`src/rtl/cnn_pkg.sv`:
```
// Shared CNN types, FSM state encoding and address/saturation helpers.
// Imported by the dense layer and its requantiser.
package cnn_pkg;

  typedef enum logic [2:0] {
    IDLE,
    MAC,
    BIAS,
    WB,
    DONE
  } state_e;

  function automatic int sat_max(input int w);
    return (1 << (w - 1)) - 1;
  endfunction

  function automatic int sat_min(input int w);
    return -(1 << (w - 1));
  endfunction

  function automatic int weight_base(input int o, input int in_len);
    return o * in_len;
  endfunction

  function automatic int bias_base(input int out_len, input int in_len);
    return out_len * in_len;
  endfunction

  function automatic int acc_min_w(input int data_w, input int in_len,
                                   input int frac);
    return 2 * data_w + $clog2(in_len) + 1 + frac;
  endfunction

endpackage

```
`src/rtl/dense_requant.sv`:
```
// Combinational requantiser: bias add, arithmetic shift, saturate, ReLU.
// Ports: acc_i (ACC_W accumulator), bias_i (DATA_W bias), res_o (DATA_W result).
module dense_requant
  import cnn_pkg::*;
#(
  parameter int ACC_W     = 32,
  parameter int DATA_W    = 8,
  parameter int FRAC_BITS = 0,
  parameter int RELU_EN   = 1
) (
  input  logic signed [ACC_W-1:0]  acc_i,
  input  logic signed [DATA_W-1:0] bias_i,
  output logic signed [DATA_W-1:0] res_o
);

  localparam logic signed [ACC_W-1:0] MAX = ACC_W'(sat_max(DATA_W));
  localparam logic signed [ACC_W-1:0] MIN = ACC_W'(sat_min(DATA_W));

  logic signed [ACC_W-1:0] bias_ext;
  logic signed [ACC_W-1:0] sum;
  logic signed [ACC_W-1:0] shr;

  always_comb begin
    bias_ext = {{(ACC_W-DATA_W){bias_i[DATA_W-1]}}, bias_i};
    // Bias is aligned to the accumulator's Q format before the add.
    sum = acc_i + (bias_ext <<< FRAC_BITS);
    shr = sum >>> FRAC_BITS;
    if (shr > MAX) begin
      res_o = MAX[DATA_W-1:0];
    end else if (shr < MIN) begin
      res_o = MIN[DATA_W-1:0];
    end else begin
      res_o = shr[DATA_W-1:0];
    end
    if ((RELU_EN != 0) && res_o[DATA_W-1]) begin
      res_o = '0;
    end
  end

endmodule

```
`src/rtl/dense_layer.sv`:
```
// Fully-connected layer: one MAC per cycle against external weight memory.
// Ports: clk, rst, start, in_vector, weight_addr/weight_data, out_vector, busy, done.
module dense_layer
  import cnn_pkg::*;
#(
  parameter int IN_LEN    = 16,
  parameter int OUT_LEN   = 4,
  parameter int DATA_W    = 8,
  parameter int ACC_W     = 32,
  parameter int FRAC_BITS = 0,
  parameter int RELU_EN   = 1,
  parameter int WADDR_W   = $clog2(OUT_LEN*IN_LEN+OUT_LEN)
) (
  input  logic                      clk,
  input  logic                      rst,
  input  logic                      start,
  input  logic [IN_LEN*DATA_W-1:0]  in_vector,
  output logic [WADDR_W-1:0]        weight_addr,
  input  logic [DATA_W-1:0]         weight_data,
  output logic [OUT_LEN*DATA_W-1:0] out_vector,
  output logic                      busy,
  output logic                      done
);

  localparam int IW    = (IN_LEN > 1) ? $clog2(IN_LEN) : 1;
  localparam int OW    = (OUT_LEN > 1) ? $clog2(OUT_LEN) : 1;
  localparam int PW    = 2 * DATA_W;
  localparam int BIAS0 = bias_base(OUT_LEN, IN_LEN);

  if (ACC_W < acc_min_w(DATA_W, IN_LEN, FRAC_BITS)) begin : g_acc_chk
    $error("dense_layer: ACC_W too narrow");
  end

  state_e                    state_q;
  logic [IN_LEN*DATA_W-1:0]  x_q;
  logic [OW-1:0]             o_q;
  logic [IW-1:0]             i_q;
  logic [IW-1:0]             idx_q;
  logic                      v_q;
  logic signed [ACC_W-1:0]   acc_q;
  logic [OUT_LEN*DATA_W-1:0] slot_q;
  logic [OUT_LEN*DATA_W-1:0] out_q;
  logic [WADDR_W-1:0]        addr_q;
  logic                      busy_q;
  logic                      done_q;

  logic signed [DATA_W-1:0]  xsel_d;
  logic signed [PW-1:0]      prod_d;
  logic signed [ACC_W-1:0]   acc_d;
  logic signed [DATA_W-1:0]  rq_d;

  // Product uses the index delayed to line up with weight_data.
  always_comb begin
    xsel_d = x_q[idx_q*DATA_W +: DATA_W];
    prod_d = xsel_d * $signed(weight_data);
    acc_d  = acc_q + {{(ACC_W-PW){prod_d[PW-1]}}, prod_d};
  end

  dense_requant #(
    .ACC_W    (ACC_W),
    .DATA_W   (DATA_W),
    .FRAC_BITS(FRAC_BITS),
    .RELU_EN  (RELU_EN)
  ) u_requant (
    .acc_i (acc_q),
    .bias_i($signed(weight_data)),
    .res_o (rq_d)
  );

  always_ff @(posedge clk) begin
    if (rst) begin
      state_q <= IDLE;
      x_q     <= '0;
      o_q     <= '0;
      i_q     <= '0;
      idx_q   <= '0;
      v_q     <= 1'b0;
      acc_q   <= '0;
      slot_q  <= '0;
      out_q   <= '0;
      addr_q  <= '0;
      busy_q  <= 1'b0;
      done_q  <= 1'b0;
    end else begin
      done_q <= 1'b0;
      v_q    <= (state_q == MAC);
      idx_q  <= i_q;
      if (v_q) begin
        acc_q <= acc_d;
      end
      unique case (state_q)
        IDLE: begin
          if (start) begin
            x_q     <= in_vector;
            acc_q   <= '0;
            o_q     <= '0;
            i_q     <= '0;
            addr_q  <= '0;
            busy_q  <= 1'b1;
            state_q <= MAC;
          end
        end
        MAC: begin
          if (i_q == IW'(IN_LEN-1)) begin
            addr_q  <= WADDR_W'(BIAS0 + int'(o_q));
            state_q <= BIAS;
          end else begin
            i_q    <= i_q + IW'(1);
            addr_q <= addr_q + WADDR_W'(1);
          end
        end
        BIAS: begin
          state_q <= WB;
        end
        WB: begin
          slot_q[o_q*DATA_W +: DATA_W] <= rq_d;
          acc_q <= '0;
          if (o_q == OW'(OUT_LEN-1)) begin
            state_q <= DONE;
          end else begin
            o_q     <= o_q + OW'(1);
            i_q     <= '0;
            addr_q  <= WADDR_W'(weight_base(int'(o_q) + 1, IN_LEN));
            state_q <= MAC;
          end
        end
        DONE: begin
          out_q   <= slot_q;
          done_q  <= 1'b1;
          busy_q  <= 1'b0;
          state_q <= IDLE;
        end
        default: state_q <= IDLE;
      endcase
    end
  end

  assign weight_addr = addr_q;
  assign out_vector  = out_q;
  assign busy        = busy_q;
  assign done        = done_q;

endmodule

```
`config.mk`:
```
export PLATFORM = sky130hd
export DESIGN_NAME = dense_layer
export DESIGN_NICKNAME = d
export VERILOG_FILES = /design/src/rtl/cnn_pkg.sv /design/src/rtl/dense_requant.sv /design/src/rtl/dense_layer.sv
export SDC_FILE = /design/constraint.sdc
export NUM_CORES = 1
export LEC_CHECK = 0
export ABC_AREA = 1
export BUFFER_PORTS_ARGS = -buffer_cell sky130_fd_sc_hd__buf_2
export CAP_MARGIN = 20
export CELL_PAD_IN_SITES_DETAIL_PLACEMENT = 0
export CELL_PAD_IN_SITES_GLOBAL_PLACEMENT = 1
export CORE_ASPECT_RATIO = 0.5
export CORE_MARGIN = 8
export CORE_UTILIZATION = 39
export DETAILED_ROUTE_END_ITERATION = 12
export PLACE_DENSITY = 0.79
export REMOVE_ABC_BUFFERS = 1
export SLEW_MARGIN = 10
export SYNTH_ARGS = -nofsm -noshare
export SYNTH_HDL_FRONTEND = slang
export SYNTH_HIERARCHICAL = 1
export SYNTH_SLANG_ARGS = --single-unit
export TNS_END_PERCENT = 100
```
`constraint.sdc`:
```
create_clock -name clk -period 5.9 [get_ports clk]
set_input_delay 1.18 -clock clk [delete_from_list [all_inputs] [get_ports clk]]
set_output_delay 1.18 -clock clk [all_outputs]
set_load 0.02 [all_outputs]
```
==> flow_summary.yaml <==
clock_tree:
  tritoncts: "yes"
  insertion_delay_ps: 560
  root_buffer: "clkbuf_16"
  numCtsBuffers: 25
  htree_num_levels: 1
  clkTransAtPathRegs_ps: 70
  clockBufferDepth: 3
  cts.sinks: 247
  cts-hold-fix-buffers: 0
floorplanning:
  die-area_um2: 51580
  chipWidth_um: 313.3
  initial_utilization_pct: 39.55
  core_um2: 43580
  io_pins: 180
  die_y_um: 164.7
  row_count: 54
global_route:
  grtUsageMet3_pct: 2.623
  grt_max_degree: 138
  first_global_vias: 17060
  grt_use_total_pct: 20.90
  gr-usage-met2_pct: 37.11
  met1_usage_pct: 26.96
  busiest_layer: "met2"
  grt_pass1_wl_um: 89360
  antenna_found_initial: 0
  grt_overflow: 0
route:
  wirelength_um: 56330
  drtPass1Iterations: 5
  drt-initial-drc-count: 1251
  route.detailed.drc: 0
  vias: 17730
  avgRoutedWirePerCell_um: 15.62
  vias_per_cell: 4.916
  antenna_left: 0
timing:
  fmax_ghz: 0.1542
  slew_headroom_pct: 43.56
  rsz0062_at_grt: "yes"
  fin_crit_ps: 6484
  tightest_slew_ps: 846.6
  period_share_pct: 109.9
  setup_viol: 21
  holdWs_ps: 456.1
  clock_skew_ps: 24.84
  hold_viol_final: 0
  drv_slew: 0
  layout_setup_ws_ps: -584.4
power:
  pwr_density_cell_nw_per_um2: 657.1
  power_frac_comb_pct: 76.2
  power_frac_seq_pct: 12.5
  switchingPower_mw: 7.248
  internal_power_mw: 8.233
  p_clk_share_pct: 11.3
  total_leakage_power_nw: 11.25
  peakVddDrop_v: 0.0006754
  swShare_pct: 46.82
placed_design:
  place_inst: 3505
  gp_congestion: 0.8873
  port_buffers: 179
  hpwl_um: 40660
cells_and_area:
  finalNonFillerCells: 3607
  fillers: 4297
  nNetsFinal: 3295
  area_delta_synth_final_pct: 36.69
  antenna_cells: 0
  drive_gt1_share_pct: 28.49
synth:
  synth-edff-count: 0
  synthesis.area_um2: 17240
  yosys_warnings: 6
  ys_ff_latch: 247
  avgSynthCellArea_um2: 6.551
  synthArstFlopShare_pct: 0
  synth_cells: 2631
  yosys.cell_types.count: 53
  ys_seq_area_share_pct: 28.69
  yosys_most_used_dff: "dfxtp_1"
critical_path:
  required_ps: 6360
  critPathSlowestCell: "fa_1"
  end_kind: "flop"
  criticalPathCategory: "flop to flop"
  cp_max_fo: 6
  crit_path_start_kind: "flop"
  slowest_delay_ps: 550
  cp.arrival_ps: 6940
status:
  violations: "setup timing"
  status: "finished, violations left"
min_path:
  hold_path.class: "flop to flop"
run:
  cap_violations: 0
[registers in the layout, summed over array words and instances (netlist names), 2 cells and up]
name         cells
acc_q           32
i_q              4
idx_q            4
o_q              2
out_vector      32
slot_q          32
state_q          3
weight_addr      7
x_q            128
[routing by layer]
| metal | wire (µm) | up-vias |
|---|---|---|
| li1 | - | 9120 |
| met5 | 0 | - |
| met4 | 1375 | 0 |
| met1 | 25690 | 8254 |
| met3 | 1952 | 73 |
| met2 | 27310 | 284 |
[kinds of logic after synthesis]
kind of cell / after synthesis / synth area share, %
AO/OA/AOI/OAI: 556 / 17.17
other: 1 / 0.02176
adder cells (fa/ha/maj): 156 / 13.81
flip-flops: 247 / 28.69
buffers and inverters: 528 / 11.66
XOR/XNOR: 30 / 1.633
AND/OR/NAND/NOR: 1113 / 27.02
[cell type report]
class,count,area (µm²),share of cell area (%)
multi-input combinational,1856,12010,50.98
sequential,247,4952,21.02
timing repair buffer,438,3316,14.07
inverter,431,1647,6.989
tap,588,735.7,3.123
clock buffer,32,711.9,3.022
clock inverter,14,178.9,0.7595
timing repair inverter,1,7.507,0.03187
[power by group through the flow]
stage,logic (mW),clock network (mW),registers (mW)
after floorplan,4.15,0,1.97
after global placement,7.07,0,1.97
after detailed placement,7.11,0,1.97
after CTS,10.0,1.79,1.94
after global routing,12.8,1.86,1.96
final,11.8,1.75,1.94
[final timing paths]
kind | start | end | slack (ps) | depth (start not counted)
worst min register to register | x_q[10] | x_q[10] | 460 | 2
worst max-delay path | idx_q[0] | acc_q[31] | -580 | 40
worst max register to register | idx_q[0] | acc_q[31] | -580 | 40
worst min-delay path | x_q[10] | x_q[10] | 460 | 2
[cells in the final DEF, fill, tap and decap left out, types with 19 or more instances in the layout]
| cell type | count |
|---|---|
| buf_6 | 36 |
| fa_1 | 54 |
| ha_4 | 35 |
| o21ai_1 | 50 |
| a21oi_2 | 39 |
| dfxtp_1 | 245 |
| nand3_1 | 93 |
| o21ai_0 | 135 |
| clkbuf_16 | 26 |
| nor2_2 | 23 |
| inv_2 | 57 |
| nor2_4 | 36 |
| inv_1 | 363 |
| nor3_1 | 21 |
| a21oi_1 | 241 |
| o21ai_2 | 19 |
| buf_4 | 200 |
| ha_1 | 62 |
| nand2_1 | 531 |
| nand2_2 | 53 |
| xor2_1 | 20 |
| nand2_4 | 23 |
| nand4_1 | 19 |
| nor2_1 | 250 |
| buf_2 | 178 |
[worst max-delay path: cells and delay by family (launching register included)]
kind | cells | cell delay [ps]
AO/OA/AOI/OAI | 4 | 530
flip-flops | 1 | 360
adder cells (fa/ha/maj) | 6 | 2610
buffers and inverters | 12 | 1280
AND/OR/NAND/NOR | 18 | 1580
[per-stage QoR]
step,cell area (µm²),utilization (%),power [mW],setup WS (ps),TNS (ps)
floorplan,16840,-,6.113,-1995,-42750
global placement,20100,46.13,9.038,-927.4,-16320
detailed placement,20120,46.18,9.075,-952.2,-18520
CTS,22660,51.99,13.75,-437.8,-6072
global route,23560,54.06,16.59,-841.2,-15180
finish,23560,54.06,15.48,-584.4,-8974
[synth_stat cells, types with 6 or more instances]
master	count	area share [%]
nand2_1	601	13
inv_1	414	9.0
nor2_1	298	6.5
a21oi_1	290	8.4
dfxtp_1	247	29
o21ai_0	204	5.9
nand3_1	108	3.1
ha_1	99	7.2
clkbuf_1	72	1.6
fa_1	57	6.6
nor3_1	25	0.73
xor2_1	22	1.1
buf_2	19	0.55
nand4_1	19	0.69
inv_2	14	0.30
o221ai_1	14	0.71
o211ai_1	13	0.57
o21bai_1	13	0.57
or4_1	10	0.44
xnor2_1	7	0.36
nor2_4	6	0.39
[what timing repair did]
action	CTS	global route
cloned	7	1
endpoints found under the hold margin	0	0
resized for setup	328	211
pin swaps	134	120
endpoints found under the setup margin	24	25
setup buffers	34	15
Note: power is estimated with default switching activity, not from simulation.
